## config.mk

```make
export PLATFORM = sky130hd
export DESIGN_NAME = piso_tx
export DESIGN_NICKNAME = d
export VERILOG_FILES = /design/src/rtl/piso_tx.sv
export SDC_FILE = /design/constraint.sdc
export NUM_CORES = 1
export LEC_CHECK = 0
export CORE_MARGIN = 4
export CORE_UTILIZATION = 50
export CTS_CLUSTER_SIZE = 20
export DETAILED_ROUTE_END_ITERATION = 10
export GPL_ROUTABILITY_DRIVEN = 0
export HOLD_SLACK_MARGIN = 0.1
export MAX_ROUTING_LAYER = met4
export PLACE_DENSITY = 0.84
export SKIP_CTS_REPAIR_TIMING = 1
export SYNTH_ARGS = -nofsm -noshare
export SYNTH_HDL_FRONTEND = slang
export SYNTH_SLANG_ARGS = --single-unit
```

## constraint.sdc

```tcl
create_clock -name C -period 1.65 [get_ports C]
set_clock_uncertainty 0.05 [all_clocks]
set_input_delay 0.165 -clock C [delete_from_list [all_inputs] [get_ports C]]
set_output_delay 0.165 -clock C [all_outputs]
set_load 0.02 [all_outputs]
```

## src/rtl/piso_tx.sv

```systemverilog
// Parallel-in serial-out transmitter: start bit, LSB-first data, optional
// even parity, stop bit; each bit held CLKS_PER_BIT cycles on a registered line.
module piso_tx #(
    parameter int   WIDTH        = 8,
    parameter int   CLKS_PER_BIT = 4,
    parameter logic IDLE_VAL     = 1'b1,
    parameter int   PARITY_EN    = 0
) (
    input  logic             C,
    input  logic             R,
    input  logic [WIDTH-1:0] DATA,
    input  logic             VALID,
    output logic             READY,
    output logic             Q,
    output logic             notQ,
    output logic             DONE
);
    localparam int CW = (CLKS_PER_BIT > 1) ? $clog2(CLKS_PER_BIT) : 1;
    localparam int BW = (WIDTH > 1) ? $clog2(WIDTH) : 1;

    localparam logic [CW-1:0] CYC_LAST  = CW'(CLKS_PER_BIT - 1);
    // The final stop cycle is the first IDLE cycle, so STOP itself lasts one cycle less.
    localparam logic [CW-1:0] STOP_LAST = CW'((CLKS_PER_BIT > 1) ? CLKS_PER_BIT - 2 : 0);
    localparam logic [BW-1:0] BIT_LAST  = BW'(WIDTH - 1);

    localparam logic [2:0] S_IDLE   = 3'd0;
    localparam logic [2:0] S_START  = 3'd1;
    localparam logic [2:0] S_DATA   = 3'd2;
    localparam logic [2:0] S_PARITY = 3'd3;
    localparam logic [2:0] S_STOP   = 3'd4;

    logic [2:0]       state;
    logic [CW-1:0]    cyc_cnt;
    logic [BW-1:0]    bit_cnt;
    logic [WIDTH-1:0] shreg;
    logic [WIDTH-1:0] shifted;
    logic             par_bit;
    logic             q_r;
    logic             done_r;
    logic             bit_end;
    logic             to_stop;

    assign shifted = shreg >> 1;
    assign bit_end = (cyc_cnt == CYC_LAST);
    assign to_stop = bit_end && ((state == S_PARITY) ||
                     (state == S_DATA && bit_cnt == BIT_LAST && PARITY_EN == 0));

    always_ff @(posedge C) begin
        if (R) begin
            state   <= S_IDLE;
            cyc_cnt <= '0;
            bit_cnt <= '0;
            shreg   <= '0;
            par_bit <= 1'b0;
            q_r     <= IDLE_VAL;
            done_r  <= 1'b0;
        end else begin
            done_r <= 1'b0;
            case (state)
                S_IDLE: begin
                    if (VALID) begin
                        shreg   <= DATA;
                        par_bit <= ^DATA;
                        q_r     <= ~IDLE_VAL;
                        cyc_cnt <= '0;
                        state   <= S_START;
                    end
                end
                S_START: begin
                    if (bit_end) begin
                        cyc_cnt <= '0;
                        bit_cnt <= '0;
                        q_r     <= shreg[0];
                        state   <= S_DATA;
                    end else begin
                        cyc_cnt <= cyc_cnt + 1'b1;
                    end
                end
                S_DATA: begin
                    if (bit_end) begin
                        cyc_cnt <= '0;
                        shreg   <= shifted;
                        if (bit_cnt == BIT_LAST) begin
                            q_r   <= par_bit;
                            state <= S_PARITY;
                        end else begin
                            bit_cnt <= bit_cnt + 1'b1;
                            q_r     <= shifted[0];
                        end
                    end else begin
                        cyc_cnt <= cyc_cnt + 1'b1;
                    end
                end
                S_PARITY: begin
                    if (bit_end) begin
                        cyc_cnt <= '0;
                    end else begin
                        cyc_cnt <= cyc_cnt + 1'b1;
                    end
                end
                S_STOP: begin
                    if (cyc_cnt == STOP_LAST) begin
                        cyc_cnt <= '0;
                        state   <= S_IDLE;
                        done_r  <= 1'b1;
                    end else begin
                        cyc_cnt <= cyc_cnt + 1'b1;
                    end
                end
                default: begin
                    state <= S_IDLE;
                end
            endcase

            // Entering the stop bit overrides the branch above; with one clock
            // per bit the stop cycle and the DONE cycle coincide.
            if (to_stop) begin
                q_r <= IDLE_VAL;
                if (CLKS_PER_BIT == 1) begin
                    state  <= S_IDLE;
                    done_r <= 1'b1;
                end else begin
                    state <= S_STOP;
                end
            end
        end
    end

    assign READY = (state == S_IDLE);
    assign Q     = q_r;
    assign notQ  = ~q_r;
    assign DONE  = done_r;
endmodule

```

# Word level (Yosys, flattened, before mapping)
# Index checks and enable logic that the tools add are counted.
# op_classes
n_addsub	2
mul	0
div	0
magnitude_cmp	0
eq_ne	19
shift	0
n_mux	24
bitwise	3
reduce_logical	19
# op_table
op	count
$mux 3	9
$mux 8	2
$pmux 8 s2	1
$pmux 3 s5	1
$ne 2x2->1 const B	6
$reduce_and 6->1	2
$ne 3x3->1 const B	3
$reduce_and 4->1	2
$reduce_xor 8->1	1
$eq 3x2->1 const B	2
$eq 3x3->1 const B	2
$mux 2	3
$ne 3x2->1 const B	2
$pmux 2 s3	1
$pmux 3 s2	1
$reduce_bool 3->1	2
$mux 1	5
$eq 2x2->1 const B	2
$reduce_and 2->1	2
$reduce_bool 2->1	2
$reduce_or 2->1	2
$add 3x1->3 const B	1
$eq 3x1->1 const B	1
$logic_not 3->1	1
8 further kinds	11
# totals
register_bits	19
latch_bits	0
ram_bits	0
rom_bits	0
in_bits	11
elab_cells	75
n_memories	0

# Longest topological paths before layout
# logic_depth
ltp_word	6
mapped_depth	6
mapped_depth_nobuf	6

# Worst setup path before layout
# No wires, ideal clock.
# synth_path
kind	register -> register
startpoint	register cyc_cnt[0]
endpoint	register shreg[2]
setup_time_ps	79
t_arrival_ps	1368
required_time_ps	1521
slack_ps	153
stages_incl_launch_ff	7
synth_period_minus_slack_ps	1497
cell_sequence	dfxtp_1 -> ha_1 -> mux2i_1 -> nor3_4 -> buf_6 -> nor2_1 -> a211oi_2
# synth_between
elab_chain_cells	3
# synth_rtl
element	line	text
start, declared	33	logic [CW-1:0] cyc_cnt;
start signal, assigned	76	cyc_cnt <= cyc_cnt + 1'b1;
start signal, assigned	91	cyc_cnt <= cyc_cnt + 1'b1;
start signal, assigned	98	cyc_cnt <= cyc_cnt + 1'b1;
$eq 2x2->1	44	assign bit_end = (cyc_cnt == CYC_LAST);
$ne 2x2->1 (no source line)	--	
$reduce_and 3->1 (no source line)	--	
end signal, assigned	82	shreg <= shifted;
end, declared	35	logic [WIDTH-1:0] shreg;
# Every way passes these cells.
# A chain may end at the register's enable or synchronous reset.

# Worst setup path after layout
# layout_path
startpoint	register cyc_cnt[1]
endpoint	register shreg[1]
# Same word-level chain as after synthesis.

==> flow_summary_export.csv <==
group,metric,value,unit
routing,drtAntennaViolNets,0,
final_layout,fin_area,1220,um^2
worst_hold_path,worstHoldPathType,"in -> reg",
synth,synth_fp_nets,122,
critical_path,endpoint_kind,"flop",
sta,setup_ws,0.109,ns
critical_path,worstSetupPathType,"reg -> reg",
critical_path,cp_max_fo,15,
clock_tree,clkSinkCount,18,
sta,hold_viol,0,
power,p_leak,0.456,nW
sta,setup_viol,0,
worst_hold_path,holdPathStages,3,
routing,first_pass_iters,4,
clock_tree,numCtsBuffers,3,
status,status,"finished, final reports clean",
clock_tree,cts_buffer_depth,2,
floorplan,io_pins,15,
sta,drv_slew,0,
worst_hold_path,hold_end,"shreg[7]",
synth,synthFlopType,"dfxtp_1",
clock_tree,cts_tree,"yes",
floorplan,core-area,1800,um^2
placement,numPortBuffers,14,
final_layout,areaGrowthSynthToFinish,23.3,%
synth,synthCells,104,
final_layout,drive_gt1_share,15.6,%
power,vdd_ir_drop_max,568,uV
sta,period_minus_slack,1.54,ns
grt,grt_usage,16.8,%
routing,route.detailed.drc,0,
synth,yosysUniqueCellTypes,31,
sta,fmax,649,MHz
final_layout,diodes,0,
grt,grt_pass1_wl,3330,um
critical_path,rrSetupSlack,0.11,ns
routing,vias,806,
sta,fin_tns_setup,0,ns
floorplan,die-area,2750,um^2
clock_tree,ctsHtreeMaxLevel,1,
power,power.density,697,nW/um^2
clock_tree,cts_root_buf,"clkbuf_4",
placement,place_ws,0.0579,ns
grt,grt_pass1_vias,782,
grt,grt_start_max_net_pins,19,
flow_run,drv_cap,0,
grt,antenna_found_initial,0,
synth,yosysSeqAreaShare,36.5,%
synth,async_reset_ff_share,0,%
critical_path,startpoint_type,"flop",
routing,wl,2010,um
sta,relSlewSlack,75.5,%
worst_hold_path,hp-start,"DATA[7]",
routing,vias_per_cell,5.48,
final_layout,nFillCells,151,
grt,overflow,0,
synth,synth-seq-cells,18,
synth,syn_area_per_cell,9.49,um^2
floorplan,die_w,52.4,um
placement,dp_hpwl,1530,um
synth,ys_warn_count,0,
floorplan,start_util,54.8,%
clock_tree,path_clk_slew,0.10,ns
sta,rsz0062_at_grt,"no",
sta,fin_crit_sh,93.4,%
clock_tree,clkLatencyLatePin,0.29,ns
placement,placedInstanceArea,1190,um^2
sta,worst_pin_slew,0.358,ns
routing,wire_per_inst,13.7,um
synth,syn_area,987,um^2
floorplan,std_cell_rows,15,
floorplan,fp.dieH,52.4,um
critical_path,arrival,1.70,ns
critical_path,rr_endpoint,"shreg[1]",
synth,synth_edf_count,0,
routing,drtIter0Drc,28,
critical_path,r2r-start,"cyc_cnt[1]",
final_layout,fin_nets,142,
critical_path,required,1.80,ns
critical_path,reg2regPathDepth,6,
[flip-flops by register name, indices dropped and copies added, names as in the netlist]
| signal | cells |
|---|---|
| bit_cnt | 3 |
| state | 3 |
| shreg | 8 |
| DONE | 1 |
| Q | 1 |
| cyc_cnt | 2 |
[power breakdown]
part	total, mW	internal, mW	switching (mW)	leakage [nW]
Clock	0.212	0.0850	0.127	0.0138
Sequential	0.475	0.458	0.0171	0.148
Combinational	0.162	0.0846	0.0773	0.294
Total	0.849	0.628	0.221	0.456
[stage by stage]
| step | hold WS (ns) | total power [mW] | cells | util, % |
|---|---|---|---|---|
| after CTS | 0.367 | 0.858 | 147 | 67.3 |
| after global routing | 0.399 | 0.889 | 147 | 67.6 |
| after detailed placement | 0.422 | 0.648 | 144 | 66.0 |
| after global placement | 0.415 | 0.638 | 144 | 66.0 |
| after floorplan | 0.255 | 0.578 | 104 | - |
| final | 0.370 | 0.849 | 147 | 67.6 |
[per-layer routing]
metal,global-route usage [%],vias up,wire length [um],part of all wire (%)
li1,-,410,-,-
met1,19.4,373,957,48
met2,27.9,13,964,48
met3,4.27,10,47,2.3
met4,6.38,0,42,2.1
met5,-,-,0,0
[critical path, cell delays in order (launching register included)]
cell      delay, ns
dfxtp_1        0.40
ha_2           0.26
mux2i_1        0.15
nor3_4         0.18
buf_12         0.16
nor2_1         0.04
a211oi_1       0.21
[placed cells by master, fill, tap and decap left out, types with 2 or more instances in the layout]
cell type        netlist  layout
o221ai_1               2       2
o21ai_0                3       3
a21oi_1                4       4
nor2b_1                3       3
nor3b_1                3       3
a211oi_1               4       4
a211oi_2               3       3
nand2b_1               2       2
dfxtp_1               18      18
mux2i_1               10      10
ha_1                   7       6
clkdlybuf4s50_1        0      13
a22oi_1                3       3
nand2_1                3       3
inv_1                  4       4
nor2_1                13      13
buf_4                  1       7
nor3b_2                2       2
clkbuf_4               0       3
nor3_1                 3       3
[how the worst max path moves through the flow]
stage	startpoint	cells after the start	to	slack [ns]
finish	cyc_cnt[1]	6	shreg[1]	0.11
global placement	VALID	6	shreg[5]	0.16
floorplan	cyc_cnt[0]	6	shreg[2]	0.15
global route	cyc_cnt[1]	6	shreg[6]	0.02
CTS	state[0]	2	READY	-0.15
detailed placement	VALID	6	shreg[1]	0.06
[final cells by class]
cell class,instances,area (um^2),share of cell area (%)
well taps,25,31.3,2.57
inverters,4,15.0,1.23
multi-input cells,75,573,47.1
flip-flops and latches,18,360,29.6
repair buffers,22,215,17.7
clock buffers,3,22.5,1.85
[Yosys cell counts, drive strengths merged (4+ instances only)]
cell type | instances | area [um^2]
ha | 7 | 87.6
buf | 5 | 33.8
mux2i | 10 | 100
a211oi | 7 | 67.6
inv | 4 | 15.0
a21oi | 4 | 20.0
o21ai | 4 | 20.0
nor2 | 13 | 48.8
nor3b | 5 | 47.5
nor3 | 4 | 31.3
dfxtp | 18 | 360
[kinds of logic after synthesis]
family | count (synthesis) | share of synthesized area (%)
AND/OR/NAND/NOR | 34 | 20.7
AO/OA/AOI/OAI | 24 | 18.1
flip-flops | 18 | 36.5
buffers and inverters | 11 | 5.70
multiplexers | 10 | 10.1
adder cells (fa/ha/maj) | 7 | 8.87
(Power assumes the default switching activity.)
